$ cat config.mk
export PLATFORM = sky130hd
export DESIGN_NAME = sevenseg_scan_decoder
export DESIGN_NICKNAME = d
export VERILOG_FILES = /design/src/rtl/sevenseg_scan_decoder.sv
export SDC_FILE = /design/constraint.sdc
export NUM_CORES = 1
export LEC_CHECK = 0
export CAP_MARGIN = 20
export CORE_UTILIZATION = 48
export DETAILED_ROUTE_END_ITERATION = 12
export PLACE_DENSITY = 0.83
export SLEW_MARGIN = 0
export SYNTH_ARGS = -nofsm -noshare
export SYNTH_HDL_FRONTEND = slang
export SYNTH_SLANG_ARGS = --single-unit
$ cat constraint.sdc
create_clock -name CLK100MHZ -period 3.6 [get_ports CLK100MHZ]
set_clock_uncertainty 0.2 [all_clocks]
set_input_delay 0.54 -clock CLK100MHZ [delete_from_list [all_inputs] [get_ports CLK100MHZ]]
set_output_delay 0.54 -clock CLK100MHZ [all_outputs]
set_load 0.03 [all_outputs]
$ cat src/rtl/sevenseg_scan_decoder.sv
// Recovers per-digit segment patterns and hex values by watching the scan lines
// of a multiplexed 8-digit seven-segment display driver in the same clock domain.
module sevenseg_scan_decoder #(
   parameter int STABLE_CYCLES = 4
) (
   input  logic        CLK100MHZ,
   input  logic        RESET,
   input  logic [7:0]  AN,
   input  logic        CA,
   input  logic        CB,
   input  logic        CC,
   input  logic        CD,
   input  logic        CE,
   input  logic        CF,
   input  logic        CG,
   input  logic        DP,
   output logic [63:0] SEG_CAP,
   output logic [31:0] HEX,
   output logic [7:0]  HEX_VALID,
   output logic        FRAME_VALID,
   output logic        ERROR
);

   localparam logic [0:0] SETTLE = 1'b0;
   localparam logic [0:0] HOLD   = 1'b1;

   localparam logic [7:0] CNT_LAST = 8'(STABLE_CYCLES - 1);

   logic [15:0]      live;
   logic [15:0]      sample;
   logic [7:0]       cnt;
   logic [0:0]       state;
   logic [7:0]       seen;
   logic [7:0]       seen_next;
   logic [7:0][7:0]  seg_cap;
   logic [7:0][3:0]  hex;
   logic [7:0]       hex_valid;
   logic             frame_valid;
   logic             error;

   logic [7:0]       an_low;
   logic [7:0]       seg_hi;
   logic             one_hot;
   logic             multi;
   logic [2:0]       digit;
   logic [3:0]       dec_hex;
   logic             dec_valid;

   assign live = {AN, CA, CB, CC, CD, CE, CF, CG, DP};

   // Everything a capture needs is taken from the held sample, which equals the live input when a capture fires.
   assign an_low = ~sample[15:8];
   assign seg_hi = {~sample[0], ~sample[1], ~sample[2], ~sample[3],
                    ~sample[4], ~sample[5], ~sample[6], ~sample[7]};

   assign one_hot = (an_low != 8'd0) && ((an_low & (an_low - 8'd1)) == 8'd0);
   assign multi   = (an_low != 8'd0) && !one_hot;

   always_comb begin
      digit = 3'd0;
      for (int i = 0; i < 8; i++) begin
         if (an_low[i]) begin
            digit = 3'(i);
         end
      end
   end

   assign seen_next = seen | (8'd1 << digit);

   always_comb begin
      dec_hex   = 4'h0;
      dec_valid = 1'b1;
      case (seg_hi[6:0])
         7'h3F:   dec_hex = 4'h0;
         7'h06:   dec_hex = 4'h1;
         7'h5B:   dec_hex = 4'h2;
         7'h4F:   dec_hex = 4'h3;
         7'h66:   dec_hex = 4'h4;
         7'h6D:   dec_hex = 4'h5;
         7'h7D:   dec_hex = 4'h6;
         7'h07:   dec_hex = 4'h7;
         7'h7F:   dec_hex = 4'h8;
         7'h6F:   dec_hex = 4'h9;
         7'h77:   dec_hex = 4'hA;
         7'h7C:   dec_hex = 4'hB;
         7'h39:   dec_hex = 4'hC;
         7'h5E:   dec_hex = 4'hD;
         7'h79:   dec_hex = 4'hE;
         7'h71:   dec_hex = 4'hF;
         default: dec_valid = 1'b0;
      endcase
   end

   always_ff @(posedge CLK100MHZ) begin
      if (RESET) begin
         sample      <= 16'hFFFF;
         cnt         <= 8'd0;
         state       <= HOLD;
         seen        <= 8'd0;
         seg_cap     <= '0;
         hex         <= '0;
         hex_valid   <= 8'd0;
         frame_valid <= 1'b0;
         error       <= 1'b0;
      end else begin
         frame_valid <= 1'b0;
         if (live != sample) begin
            sample <= live;
            cnt    <= 8'd0;
            state  <= SETTLE;
         end else if (state == SETTLE) begin
            if (cnt == CNT_LAST) begin
               state <= HOLD;
               if (one_hot) begin
                  seg_cap[digit]   <= seg_hi;
                  hex[digit]       <= dec_hex;
                  hex_valid[digit] <= dec_valid;
                  // Completing the set of eight digits starts a new frame immediately.
                  if (seen_next == 8'hFF) begin
                     seen        <= 8'd0;
                     frame_valid <= 1'b1;
                  end else begin
                     seen <= seen_next;
                  end
               end else if (multi) begin
                  error <= 1'b1;
               end
            end else begin
               cnt <= cnt + 8'd1;
            end
         end
      end
   end

   assign SEG_CAP     = seg_cap;
   assign HEX         = hex;
   assign HEX_VALID   = hex_valid;
   assign FRAME_VALID = frame_valid;
   assign ERROR       = error;

endmodule

== Word-level counts from Yosys, hierarchy flattened ==
Cells that the tools add are included.
Operators by class
  add/subtract/negate cells: 2
  order comparisons: 2
  bitwise operators: 15
  equality and inequality tests: 19
  mux-type cells: 23
  reductions and logical operators: 12
  multipliers: 0
  div/mod/pow operators: 0
  shifts and indexed selects: 1
Operator list (number)
  $eq A7 B7 Y1 const B: 12
  $bwmux W64: 1
  $pmux W4 S15: 1
  $bwmux W32: 1
  $demux W8 S3: 1
  $mux W3: 6
  $mux W8: 2
  $ne A16 B16 Y1: 1
  $reduce_or A16 Y1: 1
  $eq A7 B3 Y1 const B: 2
  $eq A7 B6 Y1 const B: 2
  $demux W4 S3: 1
  $not A1 Y1: 12
  $add A8 B1 Y8 const B: 1
  $and A8 B8 Y8: 1
  $bwmux W8: 1
  $eq A8 B2 Y1 const B: 1
  $eq A8 B8 Y1 const B: 1
  $logic_not A8 Y1: 1
  $not A8 Y8: 1
  $or A8 B8 Y8: 1
  $reduce_bool A8 Y1: 1
  $shl A1 B3 Y8 const A: 1
  $sub A8 B1 Y8 const B: 1
  12 further kinds: 20
Word-level totals
  memories: 0
  memory bits (read-only): 0
  logic and storage cells: 97
  input port bits: 18
  flip-flop bits (word level): 139
  latch bits: 0
  bits in writable memories: 0

== Logic depth before layout (Yosys ltp) ==
Gate-level depths: netlist of the first run.
  depth in word-level cells: 13
  depth in mapped cells: 10

== Worst setup path after synthesis of the first run ==
Ideal clock, no wire load.
  path type: reg-to-reg
  start: reg cnt[0]
  end: reg hex (netlist bit HEX[23])
  arrival time: 2473 ps
  clock period less this slack: 2801 ps
  setup slack: 799 ps
  required time: 3272 ps
  buffers on the path: 2
  stages on the path, launching flop included: 10
  cell sequence: dfxtp_1 ha_1 or4b_4 nor4b_4 nand3_4 or4_4 buf_6 buf_12 mux2i_1 nor2_1
On the way
  word-level cells in the longest chain between the ends: 2
Ends and longest elaborated chain
  start, declared: line 31  | logic [7:0] cnt;
  start signal, assigned: line 129  | cnt <= cnt + 8'd1;
  $eq A8 B2 Y1: line 112  | if (cnt == CNT_LAST) begin
  $reduce_and A4 Y1 (no source line)
  end signal, assigned by index: line 116  | hex[digit] <= dec_hex;
  end, declared: line 36  | logic [7:0][3:0] hex;
No other way between the ends.
A chain may end at the register's enable or synchronous reset.

== Worst setup path in the final report of the first run ==
  start: reg cnt[0]
  end: reg hex_valid[7] (netlist: HEX_VALID[7])
On the way
  word-level cells in the longest chain between the ends: 2
Ends and longest elaborated chain
  $eq A8 B2 Y1: line 112
  $reduce_and A4 Y1 (no source line)
  end signal, assigned by index: line 117  | hex_valid[digit] <= dec_valid;
  end, declared: line 37  | logic [7:0] hex_valid;
No other way between the ends.

==> results of run 1 <==
## state kept, by name (all words and copies together) (netlist names)
signal and cells:
seen 8, state 1, HEX 32, ERROR 1, cnt 8, sample 16, FRAME_VALID 1, HEX_VALID 8
SEG_CAP 64
## final timing paths
check	start	end	slack, ns	cells after the start
min reg2reg	seen[7]	seen[7]	0.26	2
min	seen[7]	seen[7]	0.26	2
max	cnt[0]	HEX_VALID[7]	0.57	7
max reg2reg	cnt[0]	HEX_VALID[7]	0.57	7
## kinds of logic (layout without fill, tap and decap cells)
group,count (synthesis),in the layout
and+or+nand+nor,220,220
xor gates and xnor gates,28,28
DFF,139,139
AOI/OAI and AO/OA,52,52
muxes,100,100
buffers and inverters,60,179
adders and majority gates,2,2
## area by class of cell
cell class | instances | area share, %
Clock inverter | 6 | 1.17
Inverter | 15 | 0.733
Multi-Input combinational cell | 402 | 36.1
Clock buffer | 23 | 6.22
Timing Repair Buffer | 135 | 17.2
Sequential cell | 139 | 36.2
Tap cell | 147 | 2.39
## worst reg2reg max path, stage by stage (launching register included)
cell	delay (ns)
dfxtp_1	0.37
ha_1	0.23
or4b_4	0.51
nor4b_4	0.32
nand3_4	0.22
or3_2	0.74
mux2i_1	0.25
nor2_1	0.05
## power by group through the flow
| stage | Sequential (mW) | Combinational [mW] | Clock (mW) |
|---|---|---|---|
| CTS | 1.58 | 0.147 | 1.70 |
| finish | 1.58 | 0.147 | 1.68 |
| global placement | 1.61 | 0.142 | 0 |
| detailed placement | 1.61 | 0.147 | 0 |
| floorplan | 1.59 | 0.115 | 0 |
| global route | 1.58 | 0.161 | 1.78 |
## cell usage in the layout (no fill, tap or decap), types with 5 or more instances in the layout
cell	instances
dfxtp_1	139
clkdlybuf4s50_1	122
nor2_1	119
mux2i_1	100
xor2_1	23
nand2_1	22
clkbuf_16	17
or2_2	16
nand3_1	15
buf_4	13
a21oi_1	11
inv_1	11
o21ai_0	7
nor4_1	6
o21a_1	6
o211ai_1	5
or3_1	5
xnor2_1	5
## metal layers
| metal | global-route usage [%] | share of wire [%] |
|---|---|---|
| met1 | 28.8 | 40 |
| met2 | 41.6 | 48 |
| met3 | 10.2 | 9.6 |
| met4 | 13.0 | 2.8 |
| met5 | 0 | 0 |
==> impl_metrics.csv, run 1 <==
group,metric,value,unit
cts,htreeDepth,4,
sta,drv_slew,0,
logic_synthesis,ys_seq_area_share,47.4,%
setup_path,critPathLaunchType,"register",
sta,worst_pin_slew,0.867,ns
logic_synthesis,synth_top_flop_cell,"dfxtp_1",
sta,hold_viol_final,0,
logic_synthesis,synthSimpleGateAreaFrac,19.7,%
logic_synthesis,synth_edf_count,0,
cts,cts_setup_buffers,0,
global_route,grt_overflow,0,
logic_synthesis,synthAdderAreaFrac,0.384,%
global_route,grt_first_pass_wirelength,24600,µm
logic_synthesis,syn-cell-area,5870,µm²
global_route,grt_usage,25.5,%
layout,drive_above_1_share,10.0,%
setup_path,cp_max_fo,14,
logic_synthesis,synth_xor_area_share,4.18,%
die,die_area,12700,µm²
layout,final_util,64.2,%
min_path,hold_path_class,"reg2reg",
logic_synthesis,synth_top_cell_area_share,47.4,%
layout,fin_nets,729,
placed_design,place_congestion,0.846,
placed_design,place_area,7120,µm²
logic_synthesis,synth_area_leader_cell,"dfxtp_1",
power,p_total,3.41,mW
die,core,12000,µm²
layout,fillers,904,
global_route,antenna_found_initial,0,
setup_path,critical_path_required,3.69,ns
power,switchingPower,0.742,mW
logic_synthesis,syn_nets,620,
setup_path,slowest_stage,"or3_2",
logic_synthesis,yosys_warnings,0,
setup_path,cp_top_family,"simple AND/OR/NAND/NOR gates",
sta,period_share,84.2,%
sta,fmax,330,MHz
layout,multi_input_area,2770,µm²
sta,slew_headroom,41.8,%
cts,cts_buffers,17,
sta,tns,0,ns
drt,vias,4718,
setup_path,crit_chain,"ha_1 > or4b_4 > nor4b_4 > nand3_4 > or3_2 > mux2i_1 > nor2_1",
setup_path,cp-end-kind,"register",
power,irDropWorstVdd,0.309,mV
cts,clk_path_buf_depth,2,
logic_synthesis,synth_commonest_cells,"dfxtp_1, nor2_1, mux2i_1",
global_route,grt_max_degree,64,
drt,wl_per_cell,17.6,µm
die,die_w,113,µm
logic_synthesis,yosysMostFrequentCell,"dfxtp_1",
layout,antenna_cells,0,
cts,cts_tree,"done",
layout,instances_no_fill,867,
placed_design,dp.cells,838,
drt,drt-pass1-iter-count,5,
setup_path,path_class,"reg2reg",
cts,clock-sinks,139,
cts,insertion_delay,0.42,ns
drt,drt_wl_total,15200,µm
setup_path,critPathBufInv,0,
layout,area_delta_synth_final,30.9,%
power,power.share.clock,49.4,%
drt,drtIter0Drc,374,
sta,rsz0062_at_grt,"false",
layout,final-seq-area,2780,µm²
layout,finalInstanceArea,7680,µm²
die,die_y,113,µm
cts,path_clk_slew,0.06,ns
placed_design,hpwl,10300,µm
global_route,grt_pass1_vias,4684,
power,p_seq_share,46.3,%
logic_synthesis,syn_avg_cell_area,9.76,µm²
die,ios,124,
setup_path,arrival,3.12,ns
logic_synthesis,synth_compound_area_share,5.95,%
setup_path,crit_path_max_incr_delay,0.73,ns
sta,fin_crit,3.03,ns
die,placementRows,40,
logic_synthesis,syn_inst,601,
sta,final.setup.worst_slack,0.570,ns
flow_run,maxCapViolations,0,
run_status,status,"completed",
die,start_util,49.1,%
power,p_int,2.67,mW
placed_design,io_buffers,123,
logic_synthesis,yosysUniqueCellTypes,65,
cts,root_buffer,"clkbuf_16",
logic_synthesis,yosys-top-cells-area,"dfxtp_1, mux2i_1, nor2_1",
cts,cts_resized,0,
drt,vias_per_cell,5.44,
placed_design,pre_cts_slack,0.290,ns
cts,holdBufCountCts,0,
drt,drc,0,
drt,postRouteAntennaNets,0,
logic_synthesis,synth_top_family_by_area,"simple AND/OR/NAND/NOR gates",
power,p_per_area,444,nW/µm²
logic_synthesis,synth_mux_area_share,17.1,%
sta,setup-violations-final,0,
logic_synthesis,yosys_register_bits,139,
sta,fin_hold_ws,0.264,ns
power,power_switching_share,21.8,%
power,pwr-share-comb,4.3,%
logic_synthesis,async_flop_share,0,%
power,leakage,2.97,nW
Power figures use the tool's default switching activity.
==> inputs of run 2 (changes only) <==
Settings changed: CORE_UTILIZATION 48 to 46.
Clock period 3.6 ns to 2.61 ns, I/O delays scaled along.
==> run 2 against run 1 <==
The flow now finishes with violations (setup timing); die area rose by 4.3%; clock-buffer cell count shrank 1; setup slack worse by 0.68 ns; non-clock buffer count up 44; cell area rose by 7.0%; global-route usage up 0.20 points; largest cell class is now multi-input gates.
==> impl_metrics.csv, run 2 (synthesized netlist as in run 1, its figures left out) <==
group,metric,value,unit
setup_path,cp-end-kind,"register",
layout,fillers,956,
min_path,hold_path_class,"in2reg",
cts,cts_buffers,17,
placed_design,io_buffers,123,
setup_path,cp_max_fo,7,
power,p_per_area,557,nW/µm²
layout,final_common_cell,"dfxtp_1",
placed_design,hpwl,10800,µm
layout,antenna_cells,0,
cts,root_buffer,"clkbuf_16",
setup_path,critPathLaunchType,"register",
die,die_y,115,µm
run_status,violations,"setup timing",
power,power_switching_share,21.6,%
die,ios,124,
sta,period_share,104,%
sta,fin_hold_ws,0.135,ns
sta,drv_slew,0,
die,die_w,115,µm
drt,vias,4911,
die,placementRows,40,
sta,fmax,367,MHz
die,die_area,13200,µm²
setup_path,arrival,2.81,ns
sta,worst_pin_slew,0.768,ns
die,core,12200,µm²
die,start_util,48.1,%
layout,area_delta_synth_final,40.1,%
layout,fin_nets,774,
sta,fin_crit,2.72,ns
setup_path,path_class,"reg2reg",
drt,drt-pass1-iter-count,4,
power,leakage,3.23,nW
power,pwr-share-comb,5.7,%
placed_design,pre_cts_slack,-0.376,ns
setup_path,critical_path_required,2.70,ns
sta,slew_headroom,48.8,%
placed_design,place_area,7500,µm²
layout,drive_above_1_share,16.4,%
cts,path_clk_slew,0.05,ns
sta,rsz0062_at_grt,"true",
layout,finalInstanceArea,8220,µm²
layout,final-seq-area,2790,µm²
placed_design,dp.cells,893,
layout,final_util,67.3,%
global_route,grt_usage,25.7,%
sta,tns,-3.26,ns
placed_design,place_congestion,0.900,
global_route,grt_overflow,0,
cts,htreeDepth,4,
cts,insertion_delay,0.41,ns
layout,largest_register_ffs,64,
layout,multi_input_area,2860,µm²
drt,met2_length,8240,µm
drt,highest_layer,"met4",
power,p_int,3.59,mW
drt,postRouteAntennaNets,0,
run_status,status,"complete, but fails checks",
cts,clk_path_buf_depth,2,
cts,cts_tree,"done",
power,irDropWorstVdd,0.496,mV
sta,final.setup.worst_slack,-0.114,ns
power,switchingPower,0.990,mW
global_route,grt_pass1_vias,4974,
power,p_total,4.58,mW
layout,instances_no_fill,929,
global_route,grt_first_pass_wirelength,25700,µm
sta,hold_viol_final,0,
drt,met1_length,6790,µm
drt,wl_per_cell,17.7,µm
global_route,grt_max_degree,104,
sta,setup-violations-final,77,
flow_run,maxCapViolations,0,
cts,clock-sinks,139,
drt,drc,0,
drt,drtIter0Drc,394,
drt,met3_wirelength,1080,µm
drt,vias_per_cell,5.29,
layout,final_cell_mix,"dfxtp_1, clkdlybuf4s50_1, nor2_1",
power,power.share.clock,47.3,%
drt,drt_wl_total,16400,µm
power,p_seq_share,47.0,%
global_route,antenna_found_initial,0,
## run 2: area by class of cell
type / count / share of cell area [%]
multi-input cells: 403 / 34.7
flip-flops and latches: 139 / 33.9
repair buffers: 179 / 21.9
clock buffers: 22 / 5.77
well taps: 168 / 2.56
inverters: 15 / 0.685
clock inverters: 3 / 0.532
## run 2: timing repair
item                                    in CTS  in global routing
setup buffers                                4                  4
pin swaps                                    5                  6
gates cloned                                 3                  1
hold buffers                                 0                  0
endpoints found under the setup margin      88                107
gates resized for setup                     12                 11
## run 2: final timing paths
| kind | startpoint | endpoint | slack [ns] | cells past startpoint |
|---|---|---|---|---|
| worst min register to register | HEX[25] | HEX[25] | 0.27 | 2 |
| worst max-delay path | cnt[1] | SEG_CAP[8] | -0.11 | 10 |
| worst max register to register | cnt[1] | SEG_CAP[8] | -0.11 | 10 |
| worst min-delay path | RESET | SEG_CAP[20] | 0.14 | 2 |
## run 2: worst max-delay path: stages (launching register included)
cell and delay (ns):
dfxtp_2 0.35, ha_4 0.13, or4b_4 0.48, nor4b_4 0.33, nand3_4 0.15, buf_6 0.17
nor4_4 0.15, buf_4 0.20, buf_12 0.14, mux2i_2 0.23, nor2_1 0.06
## run 2: layer usage
metal | GRT usage, % | vias up
met1 | 29.5 | 2365
met3 | 7.38 | 24
met4 | 10.6 | 0
li1 | - | 2350
met5 | 0 | -
met2 | 44.7 | 172
## run 2: power groups by stage
stage | Clock (mW) | Sequential, mW | Combinational (mW)
after floorplan | 0 | 2.19 | 0.160
after global placement | 0 | 2.20 | 0.251
after detailed placement | 0 | 2.20 | 0.255
after CTS | 2.20 | 2.15 | 0.257
after global routing | 2.28 | 2.15 | 0.282
final | 2.17 | 2.15 | 0.260
==> inputs of run 3 (changes only) <==
--- a/config.mk
+++ b/config.mk
@@ -8,2 +8,3 @@
 export CAP_MARGIN = 20
+export CORE_MARGIN = 2
 export CORE_UTILIZATION = 46
--- a/constraint.sdc
+++ b/constraint.sdc
@@ -4,2 +4,2 @@
 set_output_delay 0.3915 -clock CLK100MHZ [all_outputs]
-set_load 0.03 [all_outputs]
+set_load 0.01 [all_outputs]
==> run 3 against run 2 <==
The run still ends with setup timing left; hold slack worse by 0.0035 ns; sequential power about the same; combinational power up 4%; setup slack worse by 0.033 ns; wire length up 3.6%; largest power group unchanged; die area up 3.5%; first-iteration DRC count down 14%; non-clock buffer count up 5; maximum frequency down 1.2%; critical path depth down 1.
==> impl_metrics.csv, run 3 (synthesized netlist as in run 1, its figures left out) <==
group,metric,value,unit
global_route,grt_overflow,0,
drt,postRouteAntennaNets,0,
layout,area_delta_synth_final,43.5,%
sta,drv_slew,0,
die,ios,124,
drt,drt_wl_total,17000,µm
die,placementRows,41,
cts,cts_buffers,17,
cts,clk_path_buf_depth,2,
sta,final.setup.worst_slack,-0.148,ns
setup_path,arrival,2.86,ns
power,irDropWorstVdd,0.455,mV
placed_design,pre_cts_slack,-0.391,ns
setup_path,cp-end-kind,"register",
layout,instances_no_fill,946,
die,die_w,117,µm
global_route,grt_pass1_vias,5111,
drt,drt-pass1-iter-count,5,
cts,path_clk_slew,0.06,ns
layout,largest_register_ffs,64,
die,die_y,117,µm
layout,final_cell_mix,"dfxtp_1, clkdlybuf4s50_1, nor2_1",
power,leakage,3.33,nW
sta,fin_crit,2.76,ns
cts,insertion_delay,0.43,ns
setup_path,critical_path_required,2.71,ns
placed_design,hpwl,11000,µm
drt,vias_per_cell,5.36,
layout,final_util,67.3,%
sta,fin_hold_ws,0.132,ns
min_path,hold_path_class,"in2reg",
layout,fin_nets,780,
run_status,status,"complete, but fails checks",
placed_design,place_congestion,0.829,
power,p_per_area,594,nW/µm²
sta,rsz0062_at_grt,"true",
sta,period_share,106,%
drt,drc,0,
run_status,violations,"setup timing",
drt,wl_per_cell,18.0,µm
die,start_util,46.9,%
placed_design,io_buffers,123,
layout,multi_input_area,2870,µm²
global_route,grt_usage,25.1,%
drt,vias,5067,
sta,tns,-7.02,ns
cts,clock-sinks,139,
flow_run,maxCapViolations,0,
placed_design,place_area,7510,µm²
layout,final_common_cell,"dfxtp_1",
die,core,12500,µm²
drt,drtIter0Drc,338,
global_route,grt_max_degree,106,
cts,htreeDepth,4,
setup_path,critPathLaunchType,"register",
cts,cts_tree,"done",
sta,setup-violations-final,105,
power,p_total,5.00,mW
layout,drive_above_1_share,18.3,%
global_route,antenna_found_initial,0,
setup_path,path_class,"reg2reg",
global_route,grt_first_pass_wirelength,26000,µm
sta,worst_pin_slew,0.604,ns
setup_path,cp_max_fo,14,
sta,slew_headroom,59.2,%
die,die_area,13700,µm²
layout,antenna_cells,0,
cts,root_buffer,"clkbuf_16",
sta,hold_viol_final,0,
placed_design,dp.cells,898,
layout,final-seq-area,2790,µm²
layout,fillers,923,
sta,fmax,363,MHz
layout,finalInstanceArea,8420,µm²
run 3: cell count changes in the layout (fill, tap and decap cells not counted), moves of 3 or more:
cell	previous run	this run
nand2_1	22	17
nand2_2	0	5
bufinv_16	1	4
clkinv_4	1	4
run 3: timing repair:
item / 4_1_cts / 5_1_grt
buffers inserted: 4 / 7
gates resized for setup: 11 / 14
cloned: 1 / 4
setup endpoints to repair: 75 / 112
pin swaps: 5 / 11
hold buffers: 0 / 0
run 3: path summary, 6_finish.rpt:
check,slack (ns),start,cells after the start,end
worst min register to register,0.27,seen[7],2,seen[7]
worst min-delay path,0.13,RESET,3,state
worst max register to register,-0.15,cnt[1],9,HEX[2]
worst max-delay path,-0.15,cnt[1],9,HEX[2]
run 3: area by class of cell:
cell class | instances | share of cell area (%)
tap | 172 | 2.56
inverter | 15 | 0.669
sequential | 139 | 33.1
clock buffer | 19 | 5.26
multi-input combinational | 404 | 34.1
clock inverter | 13 | 2.26
timing repair buffer | 184 | 22.1
run 3: critical path: stages, from the launching register on:
cell and delay [ns]:
dfxtp_2 0.35, ha_4 0.13, or4b_4 0.49, nor4b_4 0.38, nand3_4 0.15, buf_12 0.15
nor4_4 0.26, buf_12 0.22, mux2i_1 0.23, nor2_1 0.07
run 3: layer usage:
metal  wire length (µm)  global-route usage (%)  vias to the layer above
met5                  0                       0                        -
met1               6710                    28.0                     2462
met2               8570                    43.2                      198
li1                   -                       -                     2374
met4                404                    10.7                        0
met3               1330                    9.11                       33
run 3: report_power, final:
part	switching (mW)	internal (mW)
Combinational	0.163	0.107
Clock	0.946	1.63
Sequential	0.0159	2.14
